## src/rtl/l2_arb_pkg.sv

```systemverilog
// Shared types for the L2 port arbiter: data/byte-enable widths, FSM states, request bundle.
// Combinational types only; no latency or backpressure of its own.
package l2_arb_pkg;

    localparam int L2_DATA_WIDTH     = 64;
    localparam int L2_BE_WIDTH       = 8;
    // Request bundles carry a fixed-width address; the top keeps only MEM_ADDR_WIDTH bits.
    localparam int L2_MAX_ADDR_WIDTH = 32;

    typedef enum logic {
        INIT,
        RUN
    } l2_state_e;

    typedef struct packed {
        logic                         wen;
        logic [L2_MAX_ADDR_WIDTH-1:0] addr;
        logic [L2_DATA_WIDTH-1:0]     wdata;
        logic [L2_BE_WIDTH-1:0]       be;
    } l2_req_t;

endpackage

```

## src/rtl/l2_rr_arbiter.sv

```systemverilog
// Round-robin pick: first requester at or above ptr, wrapping; one-hot grant plus index.
// Purely combinational, zero latency; no backpressure, the pointer register lives in the parent.
module l2_rr_arbiter #(
    parameter int N_PORTS = 4,
    parameter int PW      = $clog2(N_PORTS)
) (
    input  logic [N_PORTS-1:0] req,
    input  logic [PW-1:0]      ptr,
    output logic [N_PORTS-1:0] gnt,
    output logic [PW-1:0]      idx,
    output logic               any
);

    function automatic logic [PW-1:0] rr_index(input logic [PW-1:0] base, input int offset);
        int s;
        s = int'(base) + offset;
        if (s >= N_PORTS) s = s - N_PORTS;
        return PW'(s);
    endfunction

    always_comb begin
        gnt = '0;
        idx = '0;
        any = 1'b0;
        for (int i = 0; i < N_PORTS; i++) begin
            if (!any && req[rr_index(ptr, i)]) begin
                any = 1'b1;
                idx = rr_index(ptr, i);
            end
        end
        if (any) gnt[idx] = 1'b1;
    end

endmodule

```

## src/rtl/l2_port_arbiter.sv

```systemverilog
// Shares one single-port 64-bit L2 cut among N_PORTS requesters, with optional zero-fill after reset.
// Grant same cycle, response one cycle later; a requester is stalled (no gnt) until its turn or the sweep ends.
module l2_port_arbiter
    import l2_arb_pkg::*;
#(
    parameter int N_PORTS        = 4,
    parameter int MEM_ADDR_WIDTH = 13,
    parameter bit INIT_ON_RESET  = 1'b1
) (
    input  logic                                CLK,
    input  logic                                RSTN,
    input  logic [N_PORTS-1:0]                  req_i,
    output logic [N_PORTS-1:0]                  gnt_o,
    input  logic [N_PORTS-1:0]                  wen_i,
    input  logic [N_PORTS*MEM_ADDR_WIDTH-1:0]   addr_i,
    input  logic [N_PORTS*L2_DATA_WIDTH-1:0]    wdata_i,
    input  logic [N_PORTS*L2_BE_WIDTH-1:0]      be_i,
    output logic [N_PORTS-1:0]                  r_valid_o,
    output logic [L2_DATA_WIDTH-1:0]            r_rdata_o,
    output logic                                init_done_o,
    output logic                                mem_cen_o,
    output logic                                mem_wen_o,
    output logic [MEM_ADDR_WIDTH-1:0]           mem_a_o,
    output logic [L2_DATA_WIDTH-1:0]            mem_d_o,
    output logic [L2_BE_WIDTH-1:0]              mem_be_o,
    input  logic [L2_DATA_WIDTH-1:0]            mem_q_i
);

    localparam int PW = $clog2(N_PORTS);
    localparam logic [MEM_ADDR_WIDTH-1:0] LAST_ADDR = '1;

    l2_state_e                 state, state_nxt;
    logic [MEM_ADDR_WIDTH-1:0] cnt, cnt_nxt;
    logic [PW-1:0]             rr_ptr, rr_ptr_nxt;
    logic [PW-1:0]             arb_idx, rsp_idx;
    logic [N_PORTS-1:0]        arb_gnt;
    logic                      arb_any, grant, rsp_vld;
    l2_req_t                   port_req [N_PORTS];
    l2_req_t                   win;
    logic                      unused_addr_bits;

    always_comb begin
        for (int p = 0; p < N_PORTS; p++) begin
            port_req[p].wen   = wen_i[p];
            port_req[p].addr  = L2_MAX_ADDR_WIDTH'(addr_i[p*MEM_ADDR_WIDTH +: MEM_ADDR_WIDTH]);
            port_req[p].wdata = wdata_i[p*L2_DATA_WIDTH +: L2_DATA_WIDTH];
            port_req[p].be    = be_i[p*L2_BE_WIDTH +: L2_BE_WIDTH];
        end
    end

    l2_rr_arbiter #(
        .N_PORTS (N_PORTS),
        .PW      (PW)
    ) u_rr_arbiter (
        .req (req_i),
        .ptr (rr_ptr),
        .gnt (arb_gnt),
        .idx (arb_idx),
        .any (arb_any)
    );

    assign win              = port_req[arb_idx];
    assign unused_addr_bits = ^win.addr[L2_MAX_ADDR_WIDTH-1:MEM_ADDR_WIDTH];

    // Outputs are forced idle while RSTN is low so the macro sees no access during reset.
    always_comb begin
        state_nxt  = state;
        cnt_nxt    = cnt;
        rr_ptr_nxt = rr_ptr;
        grant      = 1'b0;
        gnt_o      = '0;
        mem_cen_o  = 1'b1;
        mem_wen_o  = 1'b1;
        mem_a_o    = '0;
        mem_d_o    = '0;
        mem_be_o   = '0;
        if (RSTN) begin
            unique case (state)
                INIT: begin
                    mem_cen_o = 1'b0;
                    mem_wen_o = 1'b0;
                    mem_be_o  = '1;
                    mem_a_o   = cnt;
                    if (cnt == LAST_ADDR) state_nxt = RUN;
                    else                  cnt_nxt   = cnt + 1'b1;
                end
                RUN: begin
                    if (arb_any) begin
                        grant      = 1'b1;
                        gnt_o      = arb_gnt;
                        mem_cen_o  = 1'b0;
                        mem_wen_o  = win.wen;
                        mem_a_o    = win.addr[MEM_ADDR_WIDTH-1:0];
                        mem_d_o    = win.wdata;
                        mem_be_o   = win.be;
                        rr_ptr_nxt = (arb_idx == PW'(N_PORTS - 1)) ? '0 : arb_idx + 1'b1;
                    end
                end
                default: ;
            endcase
        end
    end

    always_ff @(posedge CLK or negedge RSTN) begin
        if (!RSTN) begin
            state   <= INIT_ON_RESET ? INIT : RUN;
            cnt     <= '0;
            rr_ptr  <= '0;
            rsp_vld <= 1'b0;
            rsp_idx <= '0;
        end else begin
            state   <= state_nxt;
            cnt     <= cnt_nxt;
            rr_ptr  <= rr_ptr_nxt;
            rsp_vld <= grant;
            if (grant) rsp_idx <= arb_idx;
        end
    end

    always_comb begin
        r_valid_o = '0;
        if (rsp_vld) r_valid_o[rsp_idx] = 1'b1;
    end

    assign r_rdata_o   = mem_q_i;
    assign init_done_o = (state == RUN);

endmodule

```

## config.mk

```make
export PLATFORM = sky130hd
export DESIGN_NAME = l2_port_arbiter
export DESIGN_NICKNAME = d
export VERILOG_FILES = /design/src/rtl/l2_arb_pkg.sv /design/src/rtl/l2_rr_arbiter.sv /design/src/rtl/l2_port_arbiter.sv
export SDC_FILE = /design/constraint.sdc
export NUM_CORES = 1
export LEC_CHECK = 0
export ABC_AREA = 1
export CORE_AREA = 3 3 225 227
export CTS_CLUSTER_DIAMETER = 200
export CTS_CLUSTER_SIZE = 28
export DETAILED_ROUTE_END_ITERATION = 6
export DIE_AREA = 0 0 228 230
export PLACE_DENSITY = 0.37
export SLEW_MARGIN = 20
export SYNTH_ARGS = -nofsm -noshare
export SYNTH_HDL_FRONTEND = slang
export SYNTH_SLANG_ARGS = --single-unit
```

## constraint.sdc

```tcl
create_clock -name CLK -period 7.8 [get_ports CLK]
set_input_delay 2.34 -clock CLK [delete_from_list [all_inputs] [get_ports CLK]]
set_output_delay 2.34 -clock CLK [all_outputs]
set_load 0.005 [all_outputs]
```

Yosys cells after proc, flatten, opt, wreduce, memory -nomap -nowiden
Cells that the tools add are included.
- word-level logic and storage cells: 94
- register bits after elaboration: 19
- output and inout port bits: 160
- reductions and logical operators: 10
- muxes and demuxes: 52
- eq/ne operators: 2
- bitwise logic cells: 3
- order comparisons: 13
- add/sub/neg operators: 9
- operator list (cell ; count):
    105-bit binary-select mux with 2-bit select ; 1
    105-bit two-way mux ; 2
    64-bit two-way mux ; 3
    13-bit two-way mux ; 2
    13-bit one-hot mux with 2 select lines ; 1
    1-bit two-way mux ; 19
    2-bit by 3-bit < comparator with 1-bit output (second input constant) ; 6
    2-bit two-way mux ; 9
    4-bit two-way mux ; 4
    8-bit two-way mux ; 2
    8-bit one-hot mux with 2 select lines ; 1
    13-bit by 1-bit adder with 13-bit output (second input constant) ; 1
    13-bit equality test (second input constant) ; 1
    3-bit greater-or-equal comparator (second input constant) ; 4
    1-bit binary-select mux with 2-bit select ; 4
    2-bit by 1-bit subtractor with 2-bit output (second input constant) ; 4
    2-bit by 2-bit adder with 3-bit output (second input constant) ; 2
    3-bit AND reduction ; 2
    1-bit logical AND ; 5
    1-bit demux with 2-bit select ; 2
    2-bit by 1-bit greater-or-equal comparator with 1-bit output (second input constant) ; 2
    1-bit one-hot mux with 2 select lines ; 2
    2-bit by 1-bit adder with 3-bit output (second input constant) ; 1
    2-bit by 3-bit greater-or-equal comparator with 1-bit output (second input constant) ; 1
    5 further kinds ; 8

Logic depth before layout (Yosys ltp)
Gate-level depths: netlist (run 1).
- word-level depth: 21
- mapped depth: 18
- depth with buffers taken out: 15

Modules after synthesis
From an unflattened synthesis (run 1), not the netlist that was laid out.
- cells, all modules: 991
- area, all modules: 5109.9 µm²
- modules (own cells, without submodules) (module ; seq. area each (µm²) ; cells an instance ; area an instance (µm²) ; times used):
    l2_port_arbiter ; 475.5 ; 921 ; 4723.3 ; 1
    l2_rr_arbiter ; 0.0 ; 70 ; 386.6 ; 1

Worst setup path after synthesis (run 1)
No wires, ideal clock.
- path kind: input -> output
- start: input req_i[3]
- end: output gnt_o[1]
- stages on the path: 15
- path slack: 1.808 ns
- data arrival time: 3.652 ns
- required time: 5.460 ns
- cell sequence: inv_1 -> nand2_1 -> nand3_1 -> nand2_2 -> inv_1 -> nand2_1 -> nand2_1 -> nand2_1 -> nand2_2 -> inv_2 -> buf_6 -> buf_2 -> ha_1 -> inv_1 -> nor2_1
- cells in the longest elaborated chain, start to end: 19
- elaborated cells between the ends (all ways): 30
- classes of those cells: 2 x order compare; 21 x mux; 7 x reduce/logical
- RTL lines (item ; RTL line ; text):
    start: declaration ; l2_port_arbiter.sv:12 ; input logic [N_PORTS-1:0] req_i,
    1-bit binary-select mux with 2-bit select ; l2_rr_arbiter.sv:26 ; if (!any && req[rr_index(ptr, i)]) begin
    1-bit two-way mux (implied by the code) ; l2_rr_arbiter.sv:26 ;
    1-bit two-way mux ; l2_rr_arbiter.sv:26 ;
    1-bit zero test ; l2_rr_arbiter.sv:26 ;
    1-bit logical AND ; l2_rr_arbiter.sv:26 ;
    1-bit two-way mux ; l2_rr_arbiter.sv:26 ;
    1-bit zero test ; l2_rr_arbiter.sv:26 ;
    1-bit logical AND ; l2_rr_arbiter.sv:26 ;
    [4 not listed] ; n/a ;
    via arb_idx[0] ; l2_port_arbiter.sv:35 ; logic [PW-1:0] arb_idx, rsp_idx;
    2-bit by 3-bit < comparator with 1-bit output (implied by the code) or 2-bit by 1-bit greater-or-equal comparator with 1-bit output (tied branches) ; l2_rr_arbiter.sv:31 ; if (any) gnt[idx] = 1'b1;
    1-bit logical AND (implied by the code) ; l2_rr_arbiter.sv:31 ;
    1-bit two-way mux (implied by the code) ; l2_rr_arbiter.sv:31 ;
    1-bit demux with 2-bit select * ; n/a ;
    4-bit two-way mux * ; l2_port_arbiter.sv:88 ; if (arb_any) begin
    4-bit two-way mux * ; l2_port_arbiter.sv:78 ; unique case (state)
    4-bit two-way mux * ; l2_port_arbiter.sv:77 ; if (RSTN) begin
    end: declaration ; l2_port_arbiter.sv:13 ; output logic [N_PORTS-1:0] gnt_o,
The timed path passes the listed nets; every way through them passes the cells marked *. The select of a mux whose other input is x is not followed.

Worst setup path in the final report (run 1)
- start: input req_i[0]
- end: output mem_be_o[3]
- cells in the longest elaborated chain, start to end: 19
- elaborated cells between the ends (all ways): 29
- classes of those cells: 22 x mux; 1 x bitwise; 6 x reduce/logical
- RTL lines (item ; RTL line ; text):
    1-bit binary-select mux with 2-bit select ; l2_rr_arbiter.sv:26 ;
    1-bit two-way mux (implied by the code) ; l2_rr_arbiter.sv:26 ;
    1-bit two-way mux ; l2_rr_arbiter.sv:26 ;
    1-bit zero test ; l2_rr_arbiter.sv:26 ;
    1-bit logical AND ; l2_rr_arbiter.sv:26 ;
    1-bit two-way mux ; l2_rr_arbiter.sv:26 ;
    1-bit zero test ; l2_rr_arbiter.sv:26 ;
    1-bit logical AND ; l2_rr_arbiter.sv:26 ;
    [2 not listed] ; n/a ;
    1-bit logical AND ; l2_rr_arbiter.sv:26 ;
    2-bit two-way mux ; l2_rr_arbiter.sv:26 ;
    2-bit inverter with 3-bit output (implied by the code) ; l2_port_arbiter.sv:62 ; assign win = port_req[arb_idx];
    105-bit binary-select mux with 2-bit select ; l2_port_arbiter.sv:62 ;
    105-bit two-way mux (implied by the code) (2 in series) ; l2_port_arbiter.sv:62 ;
    8-bit two-way mux * ; l2_port_arbiter.sv:88 ;
    8-bit one-hot mux with 2 select lines * ; l2_port_arbiter.sv:78 ;
    8-bit two-way mux * ; l2_port_arbiter.sv:77 ;
    end: declaration ; l2_port_arbiter.sv:25 ; output logic [L2_BE_WIDTH-1:0] mem_be_o,
Mark *: on every way between the ends. The rest lies on a longest branch, timed or not. The select of a mux whose other input is x is not followed.

==> results of run 1 <==
[final cells by class]
cell class	count	area [um^2]	share of cell area
Sequential cell	19	475	0.0475
Antenna cell	3	7.51	0.000750
Multi-Input combinational cell	764	3570	0.357
Clock inverter	1	5.00	0.000500
Tap cell	664	831	0.0830
Clock buffer	3	75.1	0.00750
Timing Repair Buffer	467	4710	0.470
Inverter	87	337	0.0336
[worst max-delay path by stage]
stage / start / end / slack [ns]
2_1_floorplan: req_i[3] / gnt_o[1] / 1.81
3_3_place_gp: req_i[3] / mem_d_o[25] / 0.34
3_5_place_dp: req_i[0] / mem_d_o[25] / 0.33
4_1_cts: req_i[0] / mem_d_o[25] / 0.31
5_1_grt: req_i[3] / mem_be_o[3] / 0.11
6_report: req_i[0] / mem_be_o[3] / 0.39
[critical path: cells and delay by family]
kind                   cells  cell delay (ns)
AOI/OAI and AO/OA          1             0.11
buffers and inverters      6             1.79
and+or+nand+nor            7             0.80
[metal layers]
layer | vias to the layer above | wire (um) | track usage
met5 | - | 0 | 0
met4 | 0 | 838 | 0.0292
met3 | 40 | 2670 | 0.0368
met2 | 332 | 17700 | 0.235
met1 | 3296 | 13900 | 0.143
li1 | 3731 | - | -
[per-stage QoR]
step | cell area (um^2) | total power [uW] | hold slack [ns]
floorplan | 5180 | 2080 | 0.450
global placement | 9920 | 3530 | 0.467
detailed placement | 9920 | 3510 | 0.475
CTS | 10000 | 3630 | 0.496
global route | 10000 | 3930 | 0.505
finish | 10000 | 3530 | 0.484
[kinds of logic after synthesis]
kind of cell               share of synthesized area
and+or+nand+nor                                0.544
buffers and inverters                          0.221
AOI/OAI and AO/OA                              0.113
DFF                                           0.0918
xor gates and xnor gates                      0.0186
adders and majority gates                     0.0121
[synthesized netlist by cell type (2+ instances only)]
| cell type | instances | area share |
|---|---|---|
| o21bai_1 | 2 | 0.0029 |
| o21ai_0 | 27 | 0.026 |
| a21oi_1 | 8 | 0.0077 |
| or2_2 | 18 | 0.022 |
| or2_1 | 28 | 0.034 |
| xor2_1 | 8 | 0.014 |
| buf_6 | 4 | 0.0087 |
| buf_2 | 39 | 0.038 |
| or2_0 | 11 | 0.013 |
| nor2_1 | 13 | 0.0094 |
| nand2_2 | 6 | 0.0073 |
| o211ai_1 | 38 | 0.055 |
| ha_1 | 5 | 0.012 |
| nand2_1 | 456 | 0.33 |
| nor3_1 | 6 | 0.0058 |
| xnor2_1 | 3 | 0.0051 |
| nor2_4 | 2 | 0.0043 |
| nand3b_1 | 7 | 0.010 |
| nand3_1 | 100 | 0.097 |
| buf_4 | 69 | 0.10 |
| inv_1 | 81 | 0.059 |
| inv_2 | 4 | 0.0029 |
| clkbuf_1 | 13 | 0.0094 |
| dfrtp_1 | 19 | 0.092 |
| nand4_1 | 2 | 0.0024 |
| o21ai_1 | 20 | 0.019 |
[report_power, final]
| part | total (uW) | switching, uW | leakage (uW) | internal [uW] |
|---|---|---|---|---|
| combinational | 3250 | 1920 | 0.00418 | 1330 |
| clock | 109 | 40.1 | 0.0000409 | 68.8 |
| sequential | 168 | 38.7 | 0.000228 | 129 |
| total | 3530 | 2000 | 0.00445 | 1530 |
[registers in the layout, indices dropped and copies added (netlist names)]
register,count
cnt,13
rr_ptr,2
rsp_idx,2
init_done_o,1
rsp_vld,1
==> flow_summary_export.csv, run 1 <==
group,metric,value,unit
run_status,status,"completed",
clock_tree,cts_tree,"built",
timing,drv_slew,0,
global_route,grt_pass1_vias,7698,
logic_synthesis,synth_nets,1415,
clock_tree,ctsResizeCount,0,
final_layout,fin_util,0.205,
routing,ant_nets,0,
routing,firstDrtPassIters,4,
die,die_area,52400,um^2
routing,routed_wl,35100,um
logic_synthesis,syn_inst,996,
die,start_util,0.106,
final_layout,fin_cells,2008,
placement,dp.cells,2001,
critical_path,cp_cell_sequence,"clkdlybuf4s50_1, nand2_1, nand2_1, nand2_1, o21ai_1, nand3b_2, buf_4, nand2_1, inv_1, nor2_1, inv_1, nand2_1, inv_1, clkdlybuf4s50_1",
clock_tree,h-tree-depth,1,
critical_path,critical_path.max_stage_delay,0.50,ns
job,cap_violations,0,
global_route,grt_overflow,0,
placement,gp_congestion,0.868,
die,rows,81,
critical_path,r2r-start,"rr_ptr[0]",
routing,drcViolationCount,0,
clock_tree,clkTransAtPathRegs,0.06,ns
hold_path,holdPathEnd,"cnt[12]",
clock_tree,cts-buffers-inserted,3,
critical_path,worstSetupPathType,"primary input to output port",
power,leakagePower,0.00445,uW
global_route,grt_max_degree,76,
logic_synthesis,netlist_area,5180,um^2
routing,vias_per_cell,3.68,
logic_synthesis,yosys_warnings,0,
clock_tree,postCtsSetupBuffers,0,
die,ios,574,
hold_path,hp-start,"cnt[12]",
global_route,antenna_found_initial,7,
logic_synthesis,synth_edf_count,0,
timing,timing.fmax,135,MHz
clock_tree,clock_path_buffers,2,
timing,rsz0062_at_grt,"no",
final_layout,final_cell_mix,"nand2_1, clkdlybuf4s50_1, nand3_1, inv_1, o211ai_1",
power,p_per_area,353,nW/um^2
timing,tns,0,ns
timing,relSlewSlack,0.634,
power,irDropWorstVdd,0.228,mV
placement,io_buffers,445,
logic_synthesis,synth-async-reset-ratio,1.00,
global_route,grt_use_total,0.127,
logic_synthesis,synth_seq_cells,19,
critical_path,ff2ff_setup_slack,5.20,ns
die,die_y,230,um
clock_tree,cts_root_buf,"clkbuf_16",
die,die_w,228,um
critical_path,slowest_stage,"clkdlybuf4s50_1",
logic_synthesis,synth_flop_cell,"dfrtp_1",
placement,dp_slack,0.326,ns
timing,worst_pin_slew,0.546,ns
die,core,48800,um^2
clock_tree,cts_hold_buf,0,
routing,vias,7399,
routing,wire_per_inst,17.5,um
clock_tree,clock_sinks,19,
final_layout,final_layout_size_suffix_gt1_frac,0.0455,
critical_path,worstPathMaxFanout,38,
hold_path,holdCritPathClass,"flop to flop",
global_route,grt_pass1_wl,50900,um
critical_path,reg2reg_depth,15,
timing,setup_violations,0,
critical_path,end_kind,"output port",
placement,dp_hpwl,29300,um
timing,finalClockSkew,0.00653,ns
critical_path,cp-start-kind,"primary input",
clock_tree,clk_latency,0.25,ns
critical_path,worstPathArrival,5.07,ns
final_layout,fillerInstances,5643,
timing,period_minus_slack,7.41,ns
logic_synthesis,avgSynthCellArea,5.20,um^2
timing,min_period_over_period,0.950,
logic_synthesis,yosysUniqueCellTypes,33,
hold_path,holdPathStages,1,
final_layout,final_nets,1761,
critical_path,timing.rr.end,"rr_ptr[1]",
critical_path,required,5.46,ns
timing,setup_slack,0.392,ns
final_layout,final_common_cell,"nand2_1",
timing,hold_viol_final,0,
final_layout,area_growth,93.3,%
logic_synthesis,ys_seq_area_frac,0.0918,
critical_path,crit_top_cell,"nand2_1",
routing,drt_iter0_markers,224,
No activity file was read; power rests on OpenSTA's default activity.
==> run 2: changes to the inputs <==
--- a/config.mk
+++ b/config.mk
@@ -6,12 +6,13 @@
 export NUM_CORES = 1
 export LEC_CHECK = 0
 export ABC_AREA = 1
-export CORE_AREA = 3 3 225 227
+export CORE_AREA = 5 5 220 222
 export CTS_CLUSTER_DIAMETER = 200
 export CTS_CLUSTER_SIZE = 28
 export DETAILED_ROUTE_END_ITERATION = 6
-export DIE_AREA = 0 0 228 230
-export PLACE_DENSITY = 0.37
+export DIE_AREA = 0 0 225 227
+export GPL_ROUTABILITY_DRIVEN = 0
+export PLACE_DENSITY = 0.39
 export SLEW_MARGIN = 20
 export SYNTH_ARGS = -nofsm -noshare
 export SYNTH_HDL_FRONTEND = slang
==> run 2 against run 1 <==
Largest power group unchanged. Flip-flop and latch count did not move. Total power rose by 2.0%. Register-to-register slack improved by 0.05 ns. Cell count fell by 2.2%. Utilization rose by 1.2 points. Design area barely moved.
==> flow_summary_export.csv, run 2 (synthesized netlist as in run 1, its figures left out) <==
group,metric,value,unit
placement,dp_hpwl,29600,um
critical_path,worstSetupPathType,"primary input to output port",
global_route,grt_pass1_wl,49900,um
final_layout,top_regs,"cnt x13, rr_ptr x2, rsp_idx x2",
critical_path,cp-endpoint,"mem_d_o[40]",
routing,drcViolationCount,0,
placement,dp_slack,0.296,ns
hold_path,hp-start,"cnt[12]",
routing,drt_iter0_markers,292,
clock_tree,clkTransAtPathRegs,0.06,ns
power,clockPowerShare,0.030,
routing,ant_nets,0,
power,swShare,0.553,
critical_path,reg2reg_depth,14,
critical_path,timing.rr.end,"rr_ptr[1]",
timing,hold_viol_final,0,
power,p_int,1610,uW
die,rows,79,
clock_tree,clk_latency,0.25,ns
clock_tree,cts_root_buf,"clkbuf_16",
timing,rsz0062_at_grt,"no",
global_route,grt_max_degree,54,
power,p_switching,1990,uW
die,ios,574,
power,power_frac_comb,0.923,
timing,worst_pin_slew,0.572,ns
final_layout,final_nets,1773,
global_route,grt_pass1_vias,7751,
clock_tree,cts_tree,"built",
clock_tree,cts-buffers-inserted,3,
routing,wire_per_inst,17.7,um
power,p_per_area,359,nW/um^2
critical_path,cp-start-kind,"primary input",
global_route,antenna_found_initial,8,
clock_tree,clock_sinks,19,
job,cap_violations,0,
critical_path,startpoint,"req_i[0]",
timing,setup_violations,0,
timing,min_period_over_period,0.955,
die,die_w,225,um
routing,vias_per_cell,3.78,
timing,drv_slew,0,
run_status,status,"completed",
power,power_frac_seq,0.047,
die,die_y,227,um
die,start_util,0.112,
critical_path,ff2ff_setup_slack,5.25,ns
critical_path,worstPathMaxFanout,16,
timing,timing.fmax,134,MHz
clock_tree,h-tree-depth,1,
clock_tree,cts_hold_buf,0,
final_layout,final_common_cell,"nand2_1",
critical_path,required,5.46,ns
placement,io_buffers,445,
routing,vias,7415,
clock_tree,ctsResizeCount,0,
final_layout,final_layout_size_suffix_gt1_frac,0.0540,
final_layout,top_register,"cnt",
routing,routed_wl,34800,um
timing,finalClockSkew,0.00288,ns
critical_path,end_kind,"output port",
critical_path,worstPathArrival,5.11,ns
final_layout,largest_reg_flops,13,
global_route,grt_use_total,0.127,
routing,firstDrtPassIters,4,
timing,setup_slack,0.353,ns
timing,relSlewSlack,0.616,
final_layout,final_cell_mix,"nand2_1, clkdlybuf4s50_1, nand3_1, inv_1, o211ai_1",
power,leakagePower,0.00451,uW
power,irDropWorstVdd,0.206,mV
timing,tns,0,ns
global_route,grt_overflow,0,
hold_path,holdCritPathClass,"flop to flop",
clock_tree,clock_path_buffers,2,
clock_tree,postCtsSetupBuffers,0,
die,die_area,51100,um^2
die,core,46200,um^2
critical_path,r2r-start,"rr_ptr[0]",
timing,period_minus_slack,7.45,ns
final_layout,area_growth,93.5,%
==> run 2: worst min-delay path by stage <==
| stage | depth (start not counted) | to | slack, ns |
|---|---|---|---|
| after floorplan | 1 | cnt[12] | 0.45 |
| after global placement | 1 | cnt[12] | 0.48 |
| after detailed placement | 1 | cnt[12] | 0.50 |
| after CTS | 1 | cnt[12] | 0.51 |
| after global routing | 1 | cnt[11] | 0.54 |
| final | 1 | cnt[12] | 0.51 |
==> run 2: final cells by class <==
cell class | count | area [um^2]
Antenna cell | 4 | 10.0
Clock buffer | 3 | 75.1
Clock inverter | 1 | 5.00
Fill cell | 5253 | 36100
Inverter | 87 | 337
Multi-Input combinational cell | 764 | 3570
Sequential cell | 19 | 475
Tap cell | 607 | 759
Timing Repair Buffer | 479 | 4780
==> run 2: metal layers <==
layer  up-vias  GRT usage  wire [um]  share of wire
met5         -          0         25        0.00072
met4         4     0.0466       1130          0.033
met3        52     0.0348       2750          0.079
met2       331      0.226      17200           0.50
met1      3272      0.146      13600           0.39
li1       3756          -          -              -
==> run 2: power groups by stage <==
stage          Sequential (uW)  Clock (uW)  Combinational, uW
6_report                   169         107               3320
5_1_grt                    175         116               3730
4_1_cts                    169         110               3410
3_5_place_dp               170           0               3390
3_3_place_gp               170           0               3400
2_1_floorplan              152           0               1930
==> run 2: worst max-delay path, stage by stage <==
cell             delay [ns]
clkdlybuf4s50_1        0.48
nand2_1                0.06
nand2_1                0.15
nand2_1                0.07
o21ai_1                0.10
nand3b_2               0.23
nand2_1                0.09
inv_2                  0.09
nand2_4                0.08
nor2_8                 0.35
buf_4                  0.31
o211ai_1               0.15
nand2_1                0.10
clkdlybuf4s50_1        0.50
==> run 2: through the flow <==
stage                     total power [uW]  hold slack, ns   util  std cells  instance area (um^2)
after floorplan                       2080           0.450      -        996                  5180
after global placement                3570           0.475  0.215       1956                  9930
after detailed placement              3560           0.496  0.215       1956                  9930
after CTS                             3690           0.509  0.217       1960                 10000
after global routing                  4020           0.536  0.217       1964                 10000
final                                 3600           0.506  0.217       1964                 10000
